--- src/rtl/first_nios1_system_cpu_oci_dct_packer_if.sv ---
// Trace-packer bus: DCT code input, live accumulation view and the packed-word output slot.
interface first_nios1_system_cpu_oci_dct_packer_if #(
    parameter int ENTRY_W = 3,
    parameter int DEPTH   = 10
);
    localparam int WORD_W = ENTRY_W * DEPTH;
    localparam int CNT_W  = $clog2(DEPTH + 1);

    logic                dct_valid;
    logic [ENTRY_W-1:0]  dct_code;
    logic                flush;
    logic [WORD_W-1:0]   dct_buffer;
    logic [CNT_W-1:0]    dct_count;
    logic                out_valid;
    logic                out_ready;
    logic [WORD_W-1:0]   out_data;
    logic [CNT_W-1:0]    out_count;
    logic                overflow;

    modport master (
        output dct_valid, dct_code, flush, out_ready,
        input  dct_buffer, dct_count, out_valid, out_data, out_count, overflow
    );

    modport slave (
        input  dct_valid, dct_code, flush, out_ready,
        output dct_buffer, dct_count, out_valid, out_data, out_count, overflow
    );
endinterface

--- src/rtl/first_nios1_system_cpu_oci_dct_packer.sv ---
// Packs DEPTH ENTRY_W-bit DCT codes LSB-first into one word; flush emits a partial word.
// Latency: full word dumps one edge after the last code; a flush with a free slot dumps on its own edge.
// Backpressure: a held output slot stalls dumps; codes arriving while full and blocked are dropped (sticky overflow).
module first_nios1_system_cpu_oci_dct_packer #(
    parameter int ENTRY_W = 3,
    parameter int DEPTH   = 10
) (
    input  logic clk,
    input  logic reset,
    first_nios1_system_cpu_oci_dct_packer_if.slave bus
);
    localparam int WORD_W = ENTRY_W * DEPTH;
    localparam int CNT_W  = $clog2(DEPTH + 1);

    logic              flush_pend_q;
    logic              slot_free;
    logic              buf_full;
    logic              flush_any;
    logic              dump;
    logic [WORD_W-1:0] buf_ins;

    assign slot_free = !bus.out_valid || bus.out_ready;
    assign buf_full  = (bus.dct_count == CNT_W'(DEPTH));
    assign flush_any = bus.flush || flush_pend_q;
    assign dump      = slot_free && (buf_full || (flush_any && (bus.dct_count != '0)));

    // Buffer with the incoming code dropped into the next free entry.
    always_comb begin
        buf_ins = bus.dct_buffer;
        for (int i = 0; i < DEPTH; i++) begin
            if (CNT_W'(i) == bus.dct_count) begin
                buf_ins[i*ENTRY_W +: ENTRY_W] = bus.dct_code;
            end
        end
    end

    always_ff @(posedge clk or posedge reset) begin
        if (reset) begin
            bus.dct_buffer <= '0;
            bus.dct_count  <= '0;
            bus.out_valid  <= 1'b0;
            bus.out_data   <= '0;
            bus.out_count  <= '0;
            bus.overflow   <= 1'b0;
            flush_pend_q   <= 1'b0;
        end else if (dump) begin
            bus.out_data  <= bus.dct_buffer;
            bus.out_count <= bus.dct_count;
            bus.out_valid <= 1'b1;
            flush_pend_q  <= 1'b0;
            // A code arriving with the dump always starts the next word.
            if (bus.dct_valid) begin
                bus.dct_buffer <= WORD_W'(bus.dct_code);
                bus.dct_count  <= CNT_W'(1);
            end else begin
                bus.dct_buffer <= '0;
                bus.dct_count  <= '0;
            end
        end else begin
            if (bus.out_ready) begin
                bus.out_valid <= 1'b0;
            end
            if (bus.dct_valid) begin
                if (buf_full) begin
                    bus.overflow <= 1'b1;
                end else begin
                    bus.dct_buffer <= buf_ins;
                    bus.dct_count  <= bus.dct_count + CNT_W'(1);
                end
            end
            // Without a dump here, a flush on a non-empty buffer can only mean the slot is busy.
            if (bus.flush && (bus.dct_count != '0)) begin
                flush_pend_q <= 1'b1;
            end
        end
    end
endmodule

--- src/flat_wrapper.sv ---
// flat-port wrapper written by rule: the top's interface ports become plain ports
module first_nios1_system_cpu_oci_dct_packer_flat 
#(
    parameter int ENTRY_W = 3,
    parameter int DEPTH   = 10
)
  (clk, reset, bus_dct_valid, bus_dct_code, bus_flush, bus_out_ready, bus_dct_buffer, bus_dct_count, bus_out_valid, bus_out_data, bus_out_count, bus_overflow);
  first_nios1_system_cpu_oci_dct_packer_if #(.ENTRY_W(ENTRY_W), .DEPTH(DEPTH)) bus_i ();
  input  logic clk;
  input  logic reset;
  input wire logic [$bits(bus_i.dct_valid)-1:0] bus_dct_valid;
  input wire logic [$bits(bus_i.dct_code)-1:0] bus_dct_code;
  input wire logic [$bits(bus_i.flush)-1:0] bus_flush;
  input wire logic [$bits(bus_i.out_ready)-1:0] bus_out_ready;
  output wire logic [$bits(bus_i.dct_buffer)-1:0] bus_dct_buffer;
  output wire logic [$bits(bus_i.dct_count)-1:0] bus_dct_count;
  output wire logic [$bits(bus_i.out_valid)-1:0] bus_out_valid;
  output wire logic [$bits(bus_i.out_data)-1:0] bus_out_data;
  output wire logic [$bits(bus_i.out_count)-1:0] bus_out_count;
  output wire logic [$bits(bus_i.overflow)-1:0] bus_overflow;
  assign bus_i.dct_valid = bus_dct_valid;
  assign bus_i.dct_code = bus_dct_code;
  assign bus_i.flush = bus_flush;
  assign bus_i.out_ready = bus_out_ready;
  assign bus_dct_buffer = bus_i.dct_buffer;
  assign bus_dct_count = bus_i.dct_count;
  assign bus_out_valid = bus_i.out_valid;
  assign bus_out_data = bus_i.out_data;
  assign bus_out_count = bus_i.out_count;
  assign bus_overflow = bus_i.overflow;
  first_nios1_system_cpu_oci_dct_packer #(.ENTRY_W(ENTRY_W), .DEPTH(DEPTH)) u_core (.clk(clk), .reset(reset), .bus(bus_i));
endmodule
--- config.mk ---
export PLATFORM = sky130hd
export DESIGN_NAME = first_nios1_system_cpu_oci_dct_packer_flat
export DESIGN_NICKNAME = d
export VERILOG_FILES = /design/src/rtl/first_nios1_system_cpu_oci_dct_packer_if.sv /design/src/rtl/first_nios1_system_cpu_oci_dct_packer.sv /design/src/flat_wrapper.sv
export SDC_FILE = /design/constraint.sdc
export NUM_CORES = 1
export LEC_CHECK = 0
export CAP_MARGIN = 10
export CORE_UTILIZATION = 50
export CTS_CLUSTER_DIAMETER = 80
export DETAILED_ROUTE_END_ITERATION = 7
export GPL_TIMING_DRIVEN = 1
export PLACE_DENSITY = 0.77
export SLEW_MARGIN = 10
export SYNTH_ARGS = -nofsm -noshare
export SYNTH_HDL_FRONTEND = slang
export SYNTH_SLANG_ARGS = --single-unit
export TNS_END_PERCENT = 30
--- constraint.sdc ---
create_clock -name clk -period 5 [get_ports clk]
set_clock_uncertainty 0.2 [all_clocks]
set_input_delay 1 -clock clk [delete_from_list [all_inputs] [get_ports clk]]
set_output_delay 1 -clock clk [all_outputs]
set_load 0.05 [all_outputs]
==> flow_summary.yaml <==
outcome:
  outcome: "finished, final reports clean"
final_layout:
  final_design_area_no_fill_um2: 4150
  fillers: 452
  drive_above_1_share: 0.207
  area.growth.synth_to_final_pct: 29.6
  n_antenna_cell: 0
  final_nets: 332
routing:
  drt_drc_violations_left: 0
  first_iteration_detailed_routing_drc_count: 118
  route.detailed.wl_per_inst_um: 16.7
  detailroute.via_count: 2095
  dr.pass1.iters: 4
  drt_wl_total_mm: 6.67
  detail-route-antenna-nets: 0
  per_cell_via_count_in_the_routed_design: 5.25
global_routing:
  total_congestion_overflow: 0
  first_pass_grt_wire_length_mm: 10.9
  grt_start_max_net_pins: 41
  antenna_found_initial: 0
  number_of_global_route_vias_before_repair: 2021
  track_usage: 0.227
setup_path:
  worst-r2r-setup-slack_ps: 2550
  critical_path.cell_chain: "clkdlybuf4s50_1"
  cp_max_fo: 10
  timing.critical_path.to_type: "primary output"
  cp.arrival_ps: 1810
  critPathRequiredTime_ps: 3800
  crit_path_buffers_inverters: 1
  maximum_cell_stage_delay_along_the_critical_path_ps: 890
  worst-r2r-cell-count: 7
  crit_slowest_cell: "clkdlybuf4s50_1"
  r2r_end: "u_core.bus.out_data[18]$_DFFE_PP0P_"
  timing.critical_path.from_type: "flip-flop"
  worst_path_dominant_cell_family: "buffers and inverters"
  worst-setup-path-type: "flip-flop to primary output"
  critical_path.reg2reg.startpoint: "u_core.bus.dct_count[0]$_DFFE_PP0P_"
logic_synthesis:
  synth_async_sr_flop_share: 1.00
  post_synth_most_frequent_cells: "dfrtp_1 (71), mux2_4 (34), nand2_1 (24)"
  yosys.cell_types.count: 35
  synth.net_count: 259
  netlist_instances: 247
  synth_enable_flop_cells: 0
  netlist_area_um2: 3200
  synth-seq-area-share: 0.554
  synth.area.top_cells: "dfrtp_1 (55%), mux2_4 (16%), mux2i_1 (5.0%), nand2_1 (2.8%), a21oi_2 (2.5%)"
  synth.largest_area_cell: "dfrtp_1"
  yosys_warnings: 0
  synth_most_common_cell: "dfrtp_1"
  synth.avg_cell_area_um2: 13.0
  dominantRegCellSynth: "dfrtp_1"
  postSynthRegisterBits: 71
  netlist.area_leader.share: 0.554
placed_design:
  placement.io_buffers: 77
  place.gp.congestion: 0.768
  post_dp_cell_area_um2: 3980
  hpwlAfterDp_mm: 4.46
clock_network:
  cts_tree: "done"
  ctsLongestPathBuffers: 2
  postCtsResizedCells: 0
  worst_skew_pair.late_latency_ps: 340
  clk_pin_slew_worst_paths_ps: 70
  clock_sinks: 71
  root_buffer_cell: "clkbuf_8"
  tritoncts_buffers: 9
  post-cts-setup-buffers: 0
  cts_hold_buffers: 0
  cts.htree.levels: 3
worst_hold_path:
  startpoint_of_the_most_critical_hold_path: "u_core.bus.overflow$_DFFE_PP0P_"
  hp-class: "flip-flop to flip-flop"
  min_to: "u_core.bus.overflow$_DFFE_PP0P_"
  timing.hold.worst_path_depth: 1
floorplanning:
  floorplan.rows: 28
  die_width_um: 82.1
  floorplan.die.height_um: 82.1
  floorplan.io_pins: 78
  die_area_um2: 6730
  initial_core_util: 0.529
  core_region_area_um2: 6060
pwr:
  power.density_cell_area_nw_per_um2: 696
  max-vdd-ir-drop_v: 0.000470
  power.leakage_nw: 1.89
sta:
  rsz0062_at_grt: "false"
  fin_worst_hold_slack_ps: 302
  final-hold-violation-count: 0
  max_slew.worst_pin.slew_ps: 795
  slew_viol_final: 0
  timing.final.crit_share: 0.601
  final.min_clock_period_ps: 3010
  final-setup-viol-count: 0
  timing.max_slew.rel_slack: 0.469
  totalNegativeSetupSlack_ps: 0
  fmaxAchievable_ghz: 0.333
run:
  cap_viol_max_count: 0
-- sequential cells by signal, summed over array words and instances (netlist names) --
| register | flops |
|---|---|
| u_core.bus.out_data | 30 |
| u_core.bus.out_count | 4 |
| u_core.bus.dct_count | 4 |
| u_core.bus.out_valid | 1 |
| u_core.bus.dct_buffer | 30 |
| u_core.bus.overflow | 1 |
| u_core.flush_pend_q | 1 |
-- power breakdown --
group          leakage, nW  total [mW]  internal (mW)  switching, mW
registers            0.962       0.889          0.746          0.143
logic                0.840        1.59          0.602          0.988
clock network       0.0898       0.410          0.219          0.191
total                 1.89        2.89           1.57           1.32
-- metal layers --
layer / track usage / share of wire / vias to the layer above
met1: 0.318 / 0.46 / 1046
met5: 0 / 0 / -
met3: 0.0656 / 0.048 / 9
met4: 0.0895 / 0.016 / 0
li1: - / - / 978
met2: 0.331 / 0.48 / 62
-- metrics by stage --
stage | power (mW) | instances | setup WS, ps | util
after floorplan | 2.06 | 247 | 2000 | -
after global placement | 2.45 | 384 | 2130 | 0.656
after detailed placement | 2.48 | 384 | 2090 | 0.656
after CTS | 2.91 | 399 | 1990 | 0.685
after global routing | 3.04 | 399 | 1900 | 0.685
final | 2.89 | 399 | 1990 | 0.685
-- layout make-up --
cell class / count / area, µm² / share of cell area
clock buffers: 15 / 176 / 0.0425
inverters: 3 / 11.3 / 0.00271
multi-input cells: 155 / 1290 / 0.310
flip-flops and latches: 71 / 1780 / 0.428
well taps: 75 / 93.8 / 0.0226
repair buffers: 80 / 806 / 0.194
-- worst max-delay path by stage --
stage	startpoint	to	cells past startpoint
global route	u_core.bus.dct_count[2]$_DFFE_PP0P_	bus_dct_count[2]	1
detailed placement	bus_dct_valid	u_core.bus.dct_buffer[13]$_DFFE_PP0P_	5
finish	u_core.bus.dct_count[3]$_DFFE_PP0P_	bus_dct_count[3]	1
global placement	bus_flush	u_core.bus.out_data[18]$_DFFE_PP0P_	6
floorplan	reset	u_core.bus.dct_buffer[0]$_DFFE_PP0P_	1
CTS	u_core.bus.dct_count[3]$_DFFE_PP0P_	bus_dct_count[3]	1
-- placed cells by master (no fill, tap or decap), types with 2 or more instances in the layout --
master / Yosys / routed
a21oi_1: 6 / 6
a21oi_2: 9 / 9
and2_1: 3 / 3
and3b_1: 2 / 2
buf_4: 1 / 2
clkbuf_1: 4 / 3
clkbuf_8: 0 / 12
clkdlybuf4s50_1: 0 / 77
dfrtp_1: 71 / 71
ha_1: 4 / 4
inv_1: 3 / 2
mux2_4: 34 / 34
mux2i_1: 16 / 16
nand2_1: 24 / 24
nand2b_1: 4 / 4
nand3_1: 14 / 14
nor2_1: 18 / 18
o21ai_0: 2 / 2
o22ai_1: 3 / 3
or3b_2: 2 / 2
xor2_1: 2 / 2
-- logic make-up (layout without fill, tap and decap cells) --
| kind of cell | Yosys count | in the layout | synth area share |
|---|---|---|---|
| DFF | 71 | 71 | 0.554 |
| and+or+nand+nor | 75 | 75 | 0.117 |
| xor gates and xnor gates | 2 | 2 | 0.00547 |
| AOI/OAI and AO/OA | 24 | 24 | 0.0547 |
| muxes | 50 | 50 | 0.209 |
| adders and majority gates | 4 | 4 | 0.0156 |
| buffers and inverters | 21 | 98 | 0.0437 |
Power figures use the tool's default switching activity.
